[config.mk]
export PLATFORM = sky130hd
export DESIGN_NAME = ifm_scan_ctrl
export DESIGN_NICKNAME = d
export VERILOG_FILES = /design/src/rtl/ifm_scan_ctrl_pkg.sv /design/src/rtl/ifm_scan_ctrl_lane_packer.sv /design/src/rtl/ifm_scan_ctrl.sv
export SDC_FILE = /design/constraint.sdc
export NUM_CORES = 1
export LEC_CHECK = 0
export ABC_AREA = 1
export BUFFER_PORTS_ARGS = -buffer_cell sky130_fd_sc_hd__buf_2
export CORE_UTILIZATION = 58
export DETAILED_ROUTE_END_ITERATION = 10
export PLACE_DENSITY = 0.8
export SLEW_MARGIN = 20
export SYNTH_ARGS = -nofsm -noshare
export SYNTH_HDL_FRONTEND = slang
export SYNTH_SLANG_ARGS = --single-unit
[constraint.sdc]
create_clock -name clk -period 9.49 [get_ports clk]
set_clock_uncertainty 0.1 [all_clocks]
set_input_delay 0.4745 -clock clk [delete_from_list [all_inputs] [get_ports clk]]
set_output_delay 0.4745 -clock clk [all_outputs]
set_load 0.02 [all_outputs]
[src/rtl/ifm_scan_ctrl_pkg.sv]
// Shared command/mode codes and FSM state type for the IFM scan controller
// and the IFM window buffer it drives.
package ifm_pkg;

    localparam logic [2:0] IFM_ALL       = 3'b111;
    localparam logic [2:0] IFM_RIGHT     = 3'b001;
    localparam logic [2:0] IFM_DOWN      = 3'b010;
    localparam logic [2:0] IFM_LEFT      = 3'b100;
    localparam logic [2:0] IFM_NO_CHANGE = 3'b101;

    localparam logic [1:0] MODE_IDLE   = 2'b00;
    localparam logic [1:0] MODE_CONVOL = 2'b01;

    typedef enum logic [2:0] {
        ST_IDLE  = 3'd0,
        ST_FETCH = 3'd1,
        ST_DRAIN = 3'd2,
        ST_ISSUE = 3'd3,
        ST_HOLD  = 3'd4,
        ST_DONE  = 3'd5
    } state_t;

    // Number of SRAM reads a move needs: a full window or one new edge.
    function automatic logic [3:0] fetch_len(input logic [2:0] move);
        return (move == IFM_ALL) ? 4'd9 : 4'd3;
    endfunction

endpackage

[src/rtl/ifm_scan_ctrl_lane_packer.sv]
// Steers each captured SRAM byte into its lane/byte slot for the current move.
// Lanes are cleared when a fetch begins so unused lanes read as zero.
module ifm_lane_packer
    import ifm_pkg::*;
(
    input  logic             clk,
    input  logic             rst,
    input  logic             clr,
    input  logic             cap_en,
    input  logic [3:0]       cap_idx,
    input  logic [2:0]       move,
    input  logic [7:0]       data,
    output logic [2:0][31:0] lanes_next
);

    logic [2:0][31:0] lanes_r;
    logic [1:0]       lane_s;
    logic [1:0]       pos_s;

    // Decode byte index to lane and position (position 0 lands in [23:16]).
    always_comb begin
        lane_s = 2'd0;
        pos_s  = 2'd0;
        case (move)
            IFM_ALL: begin
                if (cap_idx < 4'd3) begin
                    lane_s = 2'd0;
                    pos_s  = cap_idx[1:0];
                end else if (cap_idx < 4'd6) begin
                    lane_s = 2'd1;
                    pos_s  = 2'(cap_idx - 4'd3);
                end else begin
                    lane_s = 2'd2;
                    pos_s  = 2'(cap_idx - 4'd6);
                end
            end
            IFM_RIGHT: begin lane_s = 2'd0; pos_s = cap_idx[1:0]; end
            IFM_DOWN:  begin lane_s = 2'd1; pos_s = cap_idx[1:0]; end
            IFM_LEFT:  begin lane_s = 2'd2; pos_s = cap_idx[1:0]; end
            default:   begin lane_s = 2'd0; pos_s = 2'd0; end
        endcase
    end

    // Lanes including this cycle's capture, so the top can latch them on the last byte.
    always_comb begin
        lanes_next = lanes_r;
        if (cap_en) begin
            case (pos_s)
                2'd0:    lanes_next[lane_s][23:16] = data;
                2'd1:    lanes_next[lane_s][15:8]  = data;
                default: lanes_next[lane_s][7:0]   = data;
            endcase
        end else begin
            lanes_next = lanes_r;
        end
    end

    // Lane storage.
    always_ff @(posedge clk or posedge rst) begin
        if (rst) begin
            lanes_r <= {3{32'h0000_0000}};
        end else if (clr) begin
            lanes_r <= {3{32'h0000_0000}};
        end else begin
            lanes_r <= lanes_next;
        end
    end

endmodule

[src/rtl/ifm_scan_ctrl.sv]
// Serpentine 3x3 window scan over the IFM: fetches only the new pixels of each
// move, packs them into the buffer lanes and holds each window until acked.
module ifm_scan_ctrl
    import ifm_pkg::*;
#(
    parameter int IFM_W  = 5,
    parameter int IFM_H  = 5,
    parameter int ADDR_W = 10,
    parameter int DATA_W = 8
) (
    input  logic              clk,
    input  logic              rst,
    input  logic              start,
    input  logic [ADDR_W-1:0] base_addr,
    output logic              mem_rd_en,
    output logic [ADDR_W-1:0] mem_addr,
    input  logic [DATA_W-1:0] mem_rdata,
    output logic [2:0]        ifm_read,
    output logic [1:0]        mode,
    output logic [2:0][31:0]  ifm_input,
    output logic              win_valid,
    input  logic              win_ack,
    output logic [7:0]        win_row,
    output logic [7:0]        win_col,
    output logic              busy,
    output logic              done
);

    localparam logic [7:0] COL_LAST = 8'(IFM_W - 3);
    localparam logic [7:0] ROW_LAST = 8'(IFM_H - 3);

    state_t           state_r, state_s;
    logic [2:0]       move_r, step_move_s;
    logic [3:0]       k_r, cap_idx_r;
    logic             cap_en_r, last_win_s;
    logic [7:0]       nrow_r, ncol_r, win_row_r, win_col_r, nxt_row_s, nxt_col_s;
    logic [2:0][31:0] ifm_input_r, lanes_next_s;
    logic [1:0]       off_r_s, off_c_s;
    logic [ADDR_W-1:0] pix_off_s;

    // State register.
    always_ff @(posedge clk or posedge rst) begin
        if (rst) state_r <= ST_IDLE;
        else     state_r <= state_s;
    end

    // Next move: right on even window-rows, left on odd ones, down at a row end.
    always_comb begin
        step_move_s = IFM_NO_CHANGE;
        last_win_s  = 1'b0;
        nxt_row_s   = win_row_r;
        nxt_col_s   = win_col_r;
        if (!win_row_r[0] && (win_col_r < COL_LAST)) begin
            step_move_s = IFM_RIGHT;
            nxt_col_s   = win_col_r + 8'd1;
        end else if (win_row_r[0] && (win_col_r != 8'd0)) begin
            step_move_s = IFM_LEFT;
            nxt_col_s   = win_col_r - 8'd1;
        end else if (win_row_r < ROW_LAST) begin
            step_move_s = IFM_DOWN;
            nxt_row_s   = win_row_r + 8'd1;
        end else begin
            last_win_s  = 1'b1;
        end
    end

    // Next-state logic.
    always_comb begin
        state_s = state_r;
        case (state_r)
            ST_IDLE:  state_s = start ? ST_FETCH : ST_IDLE;
            ST_FETCH: state_s = (k_r == fetch_len(move_r) - 4'd1) ? ST_DRAIN : ST_FETCH;
            ST_DRAIN: state_s = ST_ISSUE;
            ST_ISSUE: state_s = ST_HOLD;
            ST_HOLD: begin
                if (win_ack) state_s = last_win_s ? ST_DONE : ST_FETCH;
                else         state_s = ST_HOLD;
            end
            ST_DONE:  state_s = ST_IDLE;
            default:  state_s = ST_IDLE;
        endcase
    end

    // Pixel offset inside the new window for fetch request k.
    always_comb begin
        off_r_s = 2'd0;
        off_c_s = 2'd0;
        case (move_r)
            IFM_ALL: begin
                if (k_r < 4'd3) begin
                    off_r_s = 2'd0; off_c_s = k_r[1:0];
                end else if (k_r < 4'd6) begin
                    off_r_s = 2'd1; off_c_s = 2'(k_r - 4'd3);
                end else begin
                    off_r_s = 2'd2; off_c_s = 2'(k_r - 4'd6);
                end
            end
            IFM_RIGHT: begin off_r_s = k_r[1:0]; off_c_s = 2'd2;     end
            IFM_DOWN:  begin off_r_s = 2'd2;     off_c_s = k_r[1:0]; end
            IFM_LEFT:  begin off_r_s = k_r[1:0]; off_c_s = 2'd0;     end
            default:   begin off_r_s = 2'd0;     off_c_s = 2'd0;     end
        endcase
        pix_off_s = (ADDR_W'(nrow_r) + ADDR_W'(off_r_s)) * ADDR_W'(IFM_W)
                  + ADDR_W'(ncol_r) + ADDR_W'(off_c_s);
    end

    // Move, target position, fetch counter, capture pipeline and issued window.
    always_ff @(posedge clk or posedge rst) begin
        if (rst) begin
            move_r      <= IFM_NO_CHANGE;
            nrow_r      <= 8'd0;
            ncol_r      <= 8'd0;
            k_r         <= 4'd0;
            cap_en_r    <= 1'b0;
            cap_idx_r   <= 4'd0;
            win_row_r   <= 8'd0;
            win_col_r   <= 8'd0;
            ifm_input_r <= {3{32'h0000_0000}};
        end else begin
            k_r       <= (state_r == ST_FETCH) ? k_r + 4'd1 : 4'd0;
            cap_en_r  <= (state_r == ST_FETCH);
            cap_idx_r <= k_r;
            if (state_r == ST_IDLE && start) begin
                move_r <= IFM_ALL;
                nrow_r <= 8'd0;
                ncol_r <= 8'd0;
            end else if (state_r == ST_HOLD && win_ack && !last_win_s) begin
                move_r <= step_move_s;
                nrow_r <= nxt_row_s;
                ncol_r <= nxt_col_s;
            end
            // The last byte lands on this edge, so latch the lanes with it folded in.
            if (state_r == ST_DRAIN) begin
                win_row_r   <= nrow_r;
                win_col_r   <= ncol_r;
                ifm_input_r <= lanes_next_s;
            end
        end
    end

    ifm_lane_packer u_packer (
        .clk        (clk),
        .rst        (rst),
        .clr        ((state_r != ST_FETCH) && (state_s == ST_FETCH)),
        .cap_en     (cap_en_r),
        .cap_idx    (cap_idx_r),
        .move       (move_r),
        .data       (mem_rdata[7:0]),
        .lanes_next (lanes_next_s)
    );

    // Output decode.
    always_comb begin
        busy      = (state_r != ST_IDLE);
        mode      = busy ? MODE_CONVOL : MODE_IDLE;
        mem_rd_en = (state_r == ST_FETCH);
        mem_addr  = mem_rd_en ? base_addr + pix_off_s : {ADDR_W{1'b0}};
        ifm_read  = (state_r == ST_ISSUE) ? move_r : IFM_NO_CHANGE;
        win_valid = (state_r == ST_HOLD);
        done      = (state_r == ST_DONE);
        win_row   = win_row_r;
        win_col   = win_col_r;
        ifm_input = ifm_input_r;
    end

endmodule

==> flow_summary.yaml, run 1 <==
timing:
  setup_violations: 0
  fin_setup_tns_ps: 0
  fin_ws_ps: 3520
  post-route-period-util_pct: 62.9
  drv_slew: 0
  final.min_clock_period_ps: 5970
  fmax_mhz: 167
  rsz0062_at_grt: "false"
  slew_headroom_pct: 36.0
  tightest_slew_ps: 960
  hold_viol_final: 13
  holdWs_ps: -39.9
yosys:
  synthAdderAreaFrac_pct: 5.72
  yosys_warnings: 0
  synth_edf_count: 0
  synthMuxAreaShare_pct: 0
  synth_area_per_cell_um2: 8.34
  synth_cell_types: 40
  syn_area_um2: 11600
  netlist_instances: 1394
  async_flop_share_pct: 100
  synth_top_family_by_area: "simple AND/OR/NAND/NOR gates"
  yosysSeqAreaShare_pct: 51.4
  ys.flop_type: "dfrtp_1"
  synth_seq_cells: 239
  syn_nets: 1459
  synth_compound_area_share_pct: 5.83
  yosys.area_share.simple_pct: 26.7
  synth_xor_area_share_pct: 1.05
pwr:
  cellPowerDensity_nw_per_um2: 314
  leakagePower_nw: 7.45
  peakVddDrop_uv: 170
floorplanning:
  die_w_um: 144
  ioPinCount: 153
  fp.dieH_um: 144
  rows: 51
  start_util_pct: 59.4
  fp.coreArea_um2: 19600
  dieArea_um2: 20600
drt:
  totalWireLength_mm: 27.0
  dr.first_iter.drc_count: 745
  drc: 0
  drt_first_pass_iters: 5
  via_per_inst: 5.29
  wl_per_cell_um: 15.0
  vias: 9561
  ant_nets: 0
finish:
  drive_gt1_share_pct: 15.5
  syn_to_final_growth_pct: 14.7
  ff_latch_area_um2: 5980
  multi_input_area_um2: 4580
  fin_nets: 1586
  n_fill_cell: 1604
  antennaDiodeCount: 0
clocking:
  postCtsHoldBufs: 0
  numClockSinks: 239
  cts.path.max_buffers: 3
  htreeDepth: 1
  cts_setup_buffers: 0
  clock_latency_ps: 520
  cts_tree: "done"
  clockRootBuffer: "clkbuf_16"
  clk_pin_slew_worst_paths_ps: 60
  cts_buffers: 26
  cts_resized: 0
worst_setup_path:
  crit_fanout: 9
  end_kind: "output port"
  arrival_ps: 5400
  crit_type: "reg -> out"
  worst_ep_required_time_ps: 8920
  start_kind: "flip-flop"
global_route:
  antenna_found_initial: 0
  grt_use_total_pct: 26.9
  globalRouteOverflowTotal: 0
  grt_max_degree: 118
  grt_pass1_wl_mm: 44.0
  grt_pass1_vias: 8989
place:
  dp_hpwl_mm: 17.3
  place_ws_ps: 4120
  port_buffers: 151
  gp_congestion: 0.890
hold_path:
  hp-class: "in -> async"
status:
  failed_checks: "negative hold slack"
  status: "complete, but fails checks"
flow_run:
  maxCapViolCount: 0
[placed cells by master, fill, tap and decap left out, types with 2 or more instances in the layout]
cell type | netlist | routed
nand2_1 | 384 | 384
dfrtp_1 | 237 | 237
inv_1 | 186 | 184
buf_2 | 19 | 151
nor2_1 | 128 | 128
nand3_1 | 117 | 117
o21ai_0 | 67 | 67
nand4_1 | 52 | 52
clkbuf_16 | 0 | 27
o21ai_1 | 26 | 26
ha_1 | 26 | 26
a21oi_1 | 22 | 22
fa_1 | 17 | 17
xor2_1 | 12 | 12
clkinv_2 | 0 | 10
nor3_1 | 9 | 9
inv_2 | 6 | 6
clkinv_1 | 6 | 6
nand2_2 | 6 | 6
clkbuf_8 | 0 | 6
nand2_4 | 5 | 5
buf_4 | 5 | 5
nor2_4 | 4 | 4
nand3_2 | 3 | 3
o21bai_1 | 3 | 3
xnor2_1 | 2 | 2
or2_2 | 2 | 2
bufinv_16 | 0 | 2
clkbuf_1 | 25 | 2
dfstp_2 | 2 | 2
[through the flow]
step | std cells | instance area, um2 | hold slack [ps] | utilization [%] | total power (W)
after floorplan | 1394 | 11600 | 333 | - | 0.00270
after global placement | 1758 | 12500 | 354 | 63.6 | 0.00311
after detailed placement | 1758 | 12500 | 362 | 63.6 | 0.00317
after CTS | 1806 | 13300 | 35.3 | 68.1 | 0.00421
after global routing | 1806 | 13300 | 44.6 | 68.1 | 0.00448
final | 1806 | 13300 | -39.9 | 68.1 | 0.00419
[power breakdown]
part           switching [W]  leakage (nW)  internal (W)
Sequential          0.000152          3.24       0.00129
Combinational        0.00123          3.76      0.000499
Clock               0.000405         0.450      0.000620
Total                0.00178          7.45       0.00241
[area by class of cell]
type | count | area share [%]
clock buffer | 35 | 5.74
clock inverter | 13 | 0.891
inverter | 198 | 5.65
multi-input combinational | 899 | 34.3
sequential | 239 | 44.9
tap | 265 | 2.49
timing repair buffer | 157 | 6.03
[logic make-up after synthesis]
kind of cell	count (synthesis)
DFF	239
adders and majority gates	43
other	1
and+or+nand+nor	714
buffers and inverters	256
AOI/OAI and AO/OA	127
xor gates and xnor gates	14
[per-layer routing]
layer | GRT usage (%) | wire length (um)
met3 | 5.06 | 1870
met4 | 9.74 | 750
met2 | 43.6 | 12800
met1 | 36.1 | 11600
met5 | 0 | 0
[Yosys cell counts (2+ instances only)]
master      n  area, um2
a21oi_1    22        110
buf_2      19       95.1
buf_4       5       37.5
buf_6       9        101
clkbuf_1   25       93.8
clkinv_1    6       22.5
dfrtp_1   237       5930
dfstp_2     2       52.6
fa_1       17        340
ha_1       26        325
inv_1     186        698
inv_2       6       22.5
nand2_1   384       1440
nand2_2     6       37.5
nand2_4     5       56.3
nand3_1   117        586
nand3_2     3       30.0
nand4_1    52        325
nor2_1    128        480
nor2_4      4       45.0
nor3_1      9       45.0
nor3_2      2       20.0
o21ai_0    67        335
o21ai_1    26        130
o21bai_1    3       22.5
or2_2       2       12.5
xnor2_1     2       17.5
xor2_1     12        105
[critical path: stages (launching register included)]
cell and delay, ps:
dfstp_2 550, nand2_1 80, nor2_4 190, inv_1 130
o221ai_1 370, fa_1 290, nand3_1 180, nor3_1 220
xor2_1 250, ha_1 290, fa_1 510, inv_1 50
fa_1 500, inv_1 60, ha_1 320, inv_1 90
o21ai_0 220, nand3_1 100, nand4_1 130, nand3_1 80
nand2_1 60, nor2_1 40, buf_2 150
[path summary, 6_finish.rpt]
kind	depth (start not counted)	end	from	slack [ps]
max	22	mem_addr[9]	move_r[0]	3520
min	2	ifm_input[17]	rst	-40
max reg2reg	6	state_r[1]	state_r[1]	6610
min reg2reg	2	ifm_input[21]	ifm_input[21]	370
max in group asynchronous	3	ifm_input[8]	rst	7970
min in group clk	4	state_r[2]	win_ack	150
[flip-flops by register name, summed over array words and instances, names as in the netlist]
signal            count
u_packer.lanes_r     96
state_r               3
cap_idx_r             4
k_r                   4
nrow_r                8
ncol_r                8
move_r                3
ifm_input            96
win_row               8
cap_en_r              1
win_col               8
Note: power is estimated with default switching activity, not from simulation.
==> run 2, diff against run 1 <==
- ABC_AREA: 1 -> 0
- CORE_UTILIZATION: 58 -> 57
- PLACE_DENSITY: 0.8 -> 0.79
- clock period: 9.49 -> 6.1 ns (I/O delays scaled with it)
==> flow_summary.yaml, run 2 <==
drt:
  wl_per_cell_um: 17.4
  drt_first_pass_iters: 4
  totalWireLength_mm: 24.6
  dr.first_iter.drc_count: 527
  drc: 0
  ant_nets: 0
  vias: 7824
  via_per_inst: 5.51
pwr:
  p_int_w: 0.00404
  peakVddDrop_uv: 291
  leakagePower_nw: 6.68
  total_power_w: 0.00674
  power.switching_w: 0.00270
  pwr-share-clk_pct: 24.3
  combPwrFrac_pct: 41.2
  switching_share_pct: 40.1
  seqPwrFrac_pct: 34.5
  cellPowerDensity_nw_per_um2: 536
yosys:
  synth_top_area_cell: "dfrtp_1"
  async_flop_share_pct: 100
  synth_commonest_cells: "dfrtp_1, nand2_1, nor2_1, o21ai_0, mux2i_1"
  ys.flop_type: "dfrtp_1"
  synth_cell_types: 63
  yosysSeqAreaShare_pct: 55.5
  yosys_warnings: 0
  syn_nets: 1113
  yosys.cell_count.top_type: "dfrtp_1"
  netlist_instances: 1048
  synth_area_per_cell_um2: 10.3
  syn_area_um2: 10800
  synth_area_leaders: "dfrtp_1, nand2_1, mux2i_1"
  synth_top_area_share_pct: 55.0
  synth_edf_count: 0
  synth_seq_cells: 239
timing:
  setup_violations: 0
  drv_slew: 0
  tightest_slew_ps: 824
  hold_viol_final: 0
  holdWs_ps: 45.1
  final.min_clock_period_ps: 5800
  fmax_mhz: 173
  fin_ws_ps: 303
  post-route-period-util_pct: 95.0
  rsz0062_at_grt: "false"
  slew_headroom_pct: 45.1
  fin_setup_tns_ps: 0
floorplanning:
  start_util_pct: 59.0
  fp.coreArea_um2: 18300
  rows: 49
  ioPinCount: 153
  dieArea_um2: 19500
  die_w_um: 140
  fp.dieH_um: 140
clocking:
  cts.path.max_buffers: 3
  htreeDepth: 1
  cts_tree: "done"
  clk_pin_slew_worst_paths_ps: 60
  clockRootBuffer: "clkbuf_16"
  clock_latency_ps: 530
  numClockSinks: 239
  cts_buffers: 25
finish:
  mostFrequentLayoutCells: "dfrtp_1, nand2_1, buf_2, nor2_1, o21ai_0"
  drive_gt1_share_pct: 18.9
  syn_to_final_growth_pct: 16.6
  fin_nets: 1239
  final_common_cell: "dfrtp_1"
  antennaDiodeCount: 0
place:
  port_buffers: 151
  gp_congestion: 0.867
  place_ws_ps: 676
  dp_hpwl_mm: 16.3
worst_setup_path:
  end_kind: "output port"
  start_kind: "flip-flop"
  crit_type: "reg -> out"
  crit_fanout: 17
  worst_ep_required_time_ps: 5690
  arrival_ps: 5390
hold_path:
  hp-class: "in -> reg"
global_route:
  grt_pass1_wl_mm: 41.3
  antenna_found_initial: 0
  grt_max_degree: 156
  grt_use_total_pct: 26.6
  grt_pass1_vias: 7824
  globalRouteOverflowTotal: 0
flow_run:
  maxCapViolCount: 0
status:
  status: "complete, no violations"
## run 2: cell types whose count changed after synthesis, moves of 26 or more
cell and change:
and2_1 +30, inv_1 -142, mux2i_1 +72, nand2_1 -182, nand3_1 -109, nand4_1 -48, nor2_1 -26, o21ai_0 +30
## run 2: through the flow
stage	std cells	utilization [%]	instance area, um2
4_1_cts	1420	68.7	12600
2_1_floorplan	1048	-	10800
5_1_grt	1420	68.8	12600
3_3_place_gp	1375	63.7	11600
6_report	1420	68.8	12600
3_5_place_dp	1375	63.8	11700
## run 2: power groups by stage
stage	Combinational (W)	Sequential (W)	Clock, W
after floorplan	0.00176	0.00253	0
after global placement	0.00267	0.00232	0
after detailed placement	0.00277	0.00234	0
after CTS	0.00279	0.00232	0.00166
after global routing	0.00308	0.00237	0.00173
final	0.00278	0.00232	0.00164
## run 2: cell type report
| type | count | area [um2] |
|---|---|---|
| clock buffer | 32 | 692 |
| clock inverter | 12 | 203 |
| fill | 1396 | 5700 |
| inverter | 46 | 176 |
| multi-input combinational | 703 | 4390 |
| sequential | 239 | 5990 |
| tap | 229 | 287 |
| timing repair buffer | 159 | 831 |
## run 2: routing by layer
layer	wire length [um]	GRT usage, %	vias up	part of all wire, %
met1	11500	38.4	3869	47
met3	1200	4.06	39	4.8
li1	-	-	3710	-
met2	11500	42.6	206	47
met4	457	6.78	0	1.9
met5	0	0	-	0
## run 2: what timing repair did
action | in CTS | in global routing
resized for setup | 0 | 4
endpoints found under the setup margin | 0 | 3
buffers inserted | 0 | 0
hold buffers | 1 | 0
hold endpoints to repair | 22 | 0
## run 2: worst paths after layout
path / start / end / slack, ps / cells past startpoint
setup reg to reg: win_col[4] / u_packer.lanes_r[5] / 3070 / 7
hold reg to reg: u_packer.lanes_r[58] / ifm_input[58] / 360 / 2
hold / removal: win_ack / state_r[2] / 50 / 4
setup / recovery: move_r[2] / mem_addr[9] / 300 / 20
max in group asynchronous: rst / k_r[1] / 4460 / 4
min in group asynchronous: rst / u_packer.lanes_r[72] / 270 / 3
## run 2: logic make-up after synthesis
| logic type | share of synthesized area [%] |
|---|---|
| AND/OR/NAND/NOR | 16.3 |
| flip-flops | 55.5 |
| AO/OA/AOI/OAI | 8.90 |
| buffers and inverters | 3.97 |
| multiplexers | 6.69 |
| adder cells (fa/ha/maj) | 6.18 |
| XOR/XNOR | 2.44 |
| other | 0.0348 |
## run 2: critical path, cell delays in order, from the launching register on
cell	delay, ps
dfstp_2	710
nand2b_1	180
nor2_1	40
a31oi_1	140
o21ai_0	100
ha_1	210
fa_1	430
nand3_1	160
xnor2_1	150
ha_1	270
fa_1	510
inv_1	60
fa_1	490
inv_1	40
ha_1	330
o21a_1	180
a21oi_1	70
or3_1	370
xnor2_1	140
nor2_1	90
buf_2	180
==> run 3, diff against run 2 <==
- REMOVE_ABC_BUFFERS: not set -> 1
==> flow_summary.yaml, run 3 (synthesis results as in run 2) <==
status:
  status: "complete, no violations"
drt:
  wl_per_cell_um: 16.7
  totalWireLength_mm: 23.7
  via_per_inst: 5.47
  drc: 0
  dr.first_iter.drc_count: 590
  ant_nets: 0
  drt_first_pass_iters: 5
  vias: 7766
worst_setup_path:
  worst-path-stages: 21
  worst_ep_required_time_ps: 5690
  worstPathCellList: "ha_1 -> nand2b_1 -> a21oi_2 -> a31oi_1 -> o21ai_1 -> ha_1 -> fa_1 -> nand3_1 -> xnor2_1 -> ha_1 -> fa_1 -> inv_1 -> fa_1 -> inv_1 -> ha_1 -> o21a_1 -> a21oi_1 -> or3_1 -> xnor2_1 -> nor2_1 -> buf_2"
  critPathMaxStageDelay_ps: 500
  crit_family: "adder cells"
  reg2reg_slack_ps: 2880
  cp_slowest_cell: "fa_1"
  r2r-end: "ifm_input[18]"
  start_kind: "flip-flop"
  r2r-start: "move_r[0]"
  cpMostUsedCell: "ha_1"
  crit_fanout: 8
  arrival_ps: 5460
  timing.critical_path.buf_inv: 3
  r2r_cells: 6
  critPathLaunch: "k_r[0]"
  end_kind: "output port"
  worstSetupEndpoint: "mem_addr[9]"
  crit_type: "reg -> out"
place:
  place_ws_ps: 522
  port_buffers: 151
  gp_congestion: 0.846
  dp_hpwl_mm: 15.7
  dpl_cell_area_um2: 11600
clocking:
  clk_pin_slew_worst_paths_ps: 60
  clock_latency_ps: 520
  htreeDepth: 1
  cts_tree: "done"
  cts_buffers: 24
  cts.path.max_buffers: 3
  numClockSinks: 239
  clockRootBuffer: "clkbuf_16"
floorplanning:
  fp.dieH_um: 140
  start_util_pct: 59.0
  die_w_um: 140
  rows: 49
  ioPinCount: 153
  dieArea_um2: 19500
  fp.coreArea_um2: 18300
finish:
  drive_gt1_share_pct: 18.9
  fin_area_um2: 12500
  antennaDiodeCount: 0
  final_common_cell: "dfrtp_1"
  fin_util_pct: 68.3
  fin_nets: 1240
  mostFrequentLayoutCells: "dfrtp_1, nand2_1, buf_2, nor2_1, o21ai_0"
  syn_to_final_growth_pct: 15.8
global_route:
  antenna_found_initial: 0
  grt_use_total_pct: 25.3
  grt_pass1_wl_mm: 39.4
  grt_max_degree: 111
  globalRouteOverflowTotal: 0
  grt_pass1_vias: 7630
pwr:
  cellPowerDensity_nw_per_um2: 526
  peakVddDrop_uv: 286
  leakagePower_nw: 6.65
timing:
  drv_slew: 0
  fmax_mhz: 171
  post-route-period-util_pct: 96.1
  rsz0062_at_grt: "true"
  hold_viol_final: 0
  final.min_clock_period_ps: 5860
  fin_setup_tns_ps: 0
  setup_violations: 0
  fin_ws_ps: 236
  tightest_slew_ps: 1030
  slew_headroom_pct: 31.0
hold_path:
  hp-class: "in -> reg"
flow_run:
  maxCapViolCount: 0
## run 3: changes by cell type in the layout (fill, tap and decap cells not counted), moves of 2 or more
cell        previous run  this run
clkbuf_1               3         7
clkinvlp_4             2         0
bufinv_16              5         2
a21oi_1               15        13
a21oi_2                0         2
clkinv_2               5         3
buf_4                  6         9
## run 3: final cells by class
type	count	area, um2
Sequential cell	239	5990
Clock inverter	6	91.3
Inverter	46	180
Clock buffer	36	696
Tap cell	229	287
Timing Repair Buffer	161	833
Fill cell	1421	5790
Multi-Input combinational cell	703	4410
## run 3: repair_timing
item,in CTS,in global routing
pin swaps,0,1
setup endpoints to repair,1,3
setup buffers,0,3
resized for setup,1,8
hold buffers,1,0
endpoints found under the hold margin,97,0
## run 3: routing by layer
metal	part of all wire (%)	wire length, um	track usage [%]
met3	4.4	1050	3.44
met1	47	11100	36.5
met5	0	0	0
met4	2.3	536	6.61
met2	46	11000	40.7
## run 3: worst min path at each step
stage | endpoint | start | slack, ps | depth (start not counted)
global placement | ifm_input[62] | u_packer.lanes_r[62] | 340 | 2
floorplan | ifm_input[24] | u_packer.lanes_r[24] | 330 | 2
detailed placement | ifm_input[93] | u_packer.lanes_r[93] | 350 | 2
global route | state_r[2] | win_ack | 50 | 4
CTS | state_r[2] | win_ack | 10 | 4
finish | state_r[2] | win_ack | 20 | 4
## run 3: power by group
group	switching, W	internal [W]	total (W)	leakage (nW)
clock network	0.000599	0.000871	0.00147	0.387
registers	0.000276	0.00203	0.00231	3.04
logic	0.00179	0.000997	0.00278	3.23
## run 3: worst reg2reg max path, stage by stage (launching register included)
cell	delay [ps]
dfstp_2	680
inv_2	140
o311a_1	470
nor3_2	330
nor3b_2	890
mux2i_1	350
o21ai_0	130
## run 3: per-stage QoR
step,hold WS [ps],total power [W],std cells
finish,24.9,0.00656,1420
detailed placement,346,0.00510,1374
floorplan,330,0.00424,988
global route,53.3,0.00702,1420
global placement,344,0.00500,1374
CTS,13.4,0.00658,1417
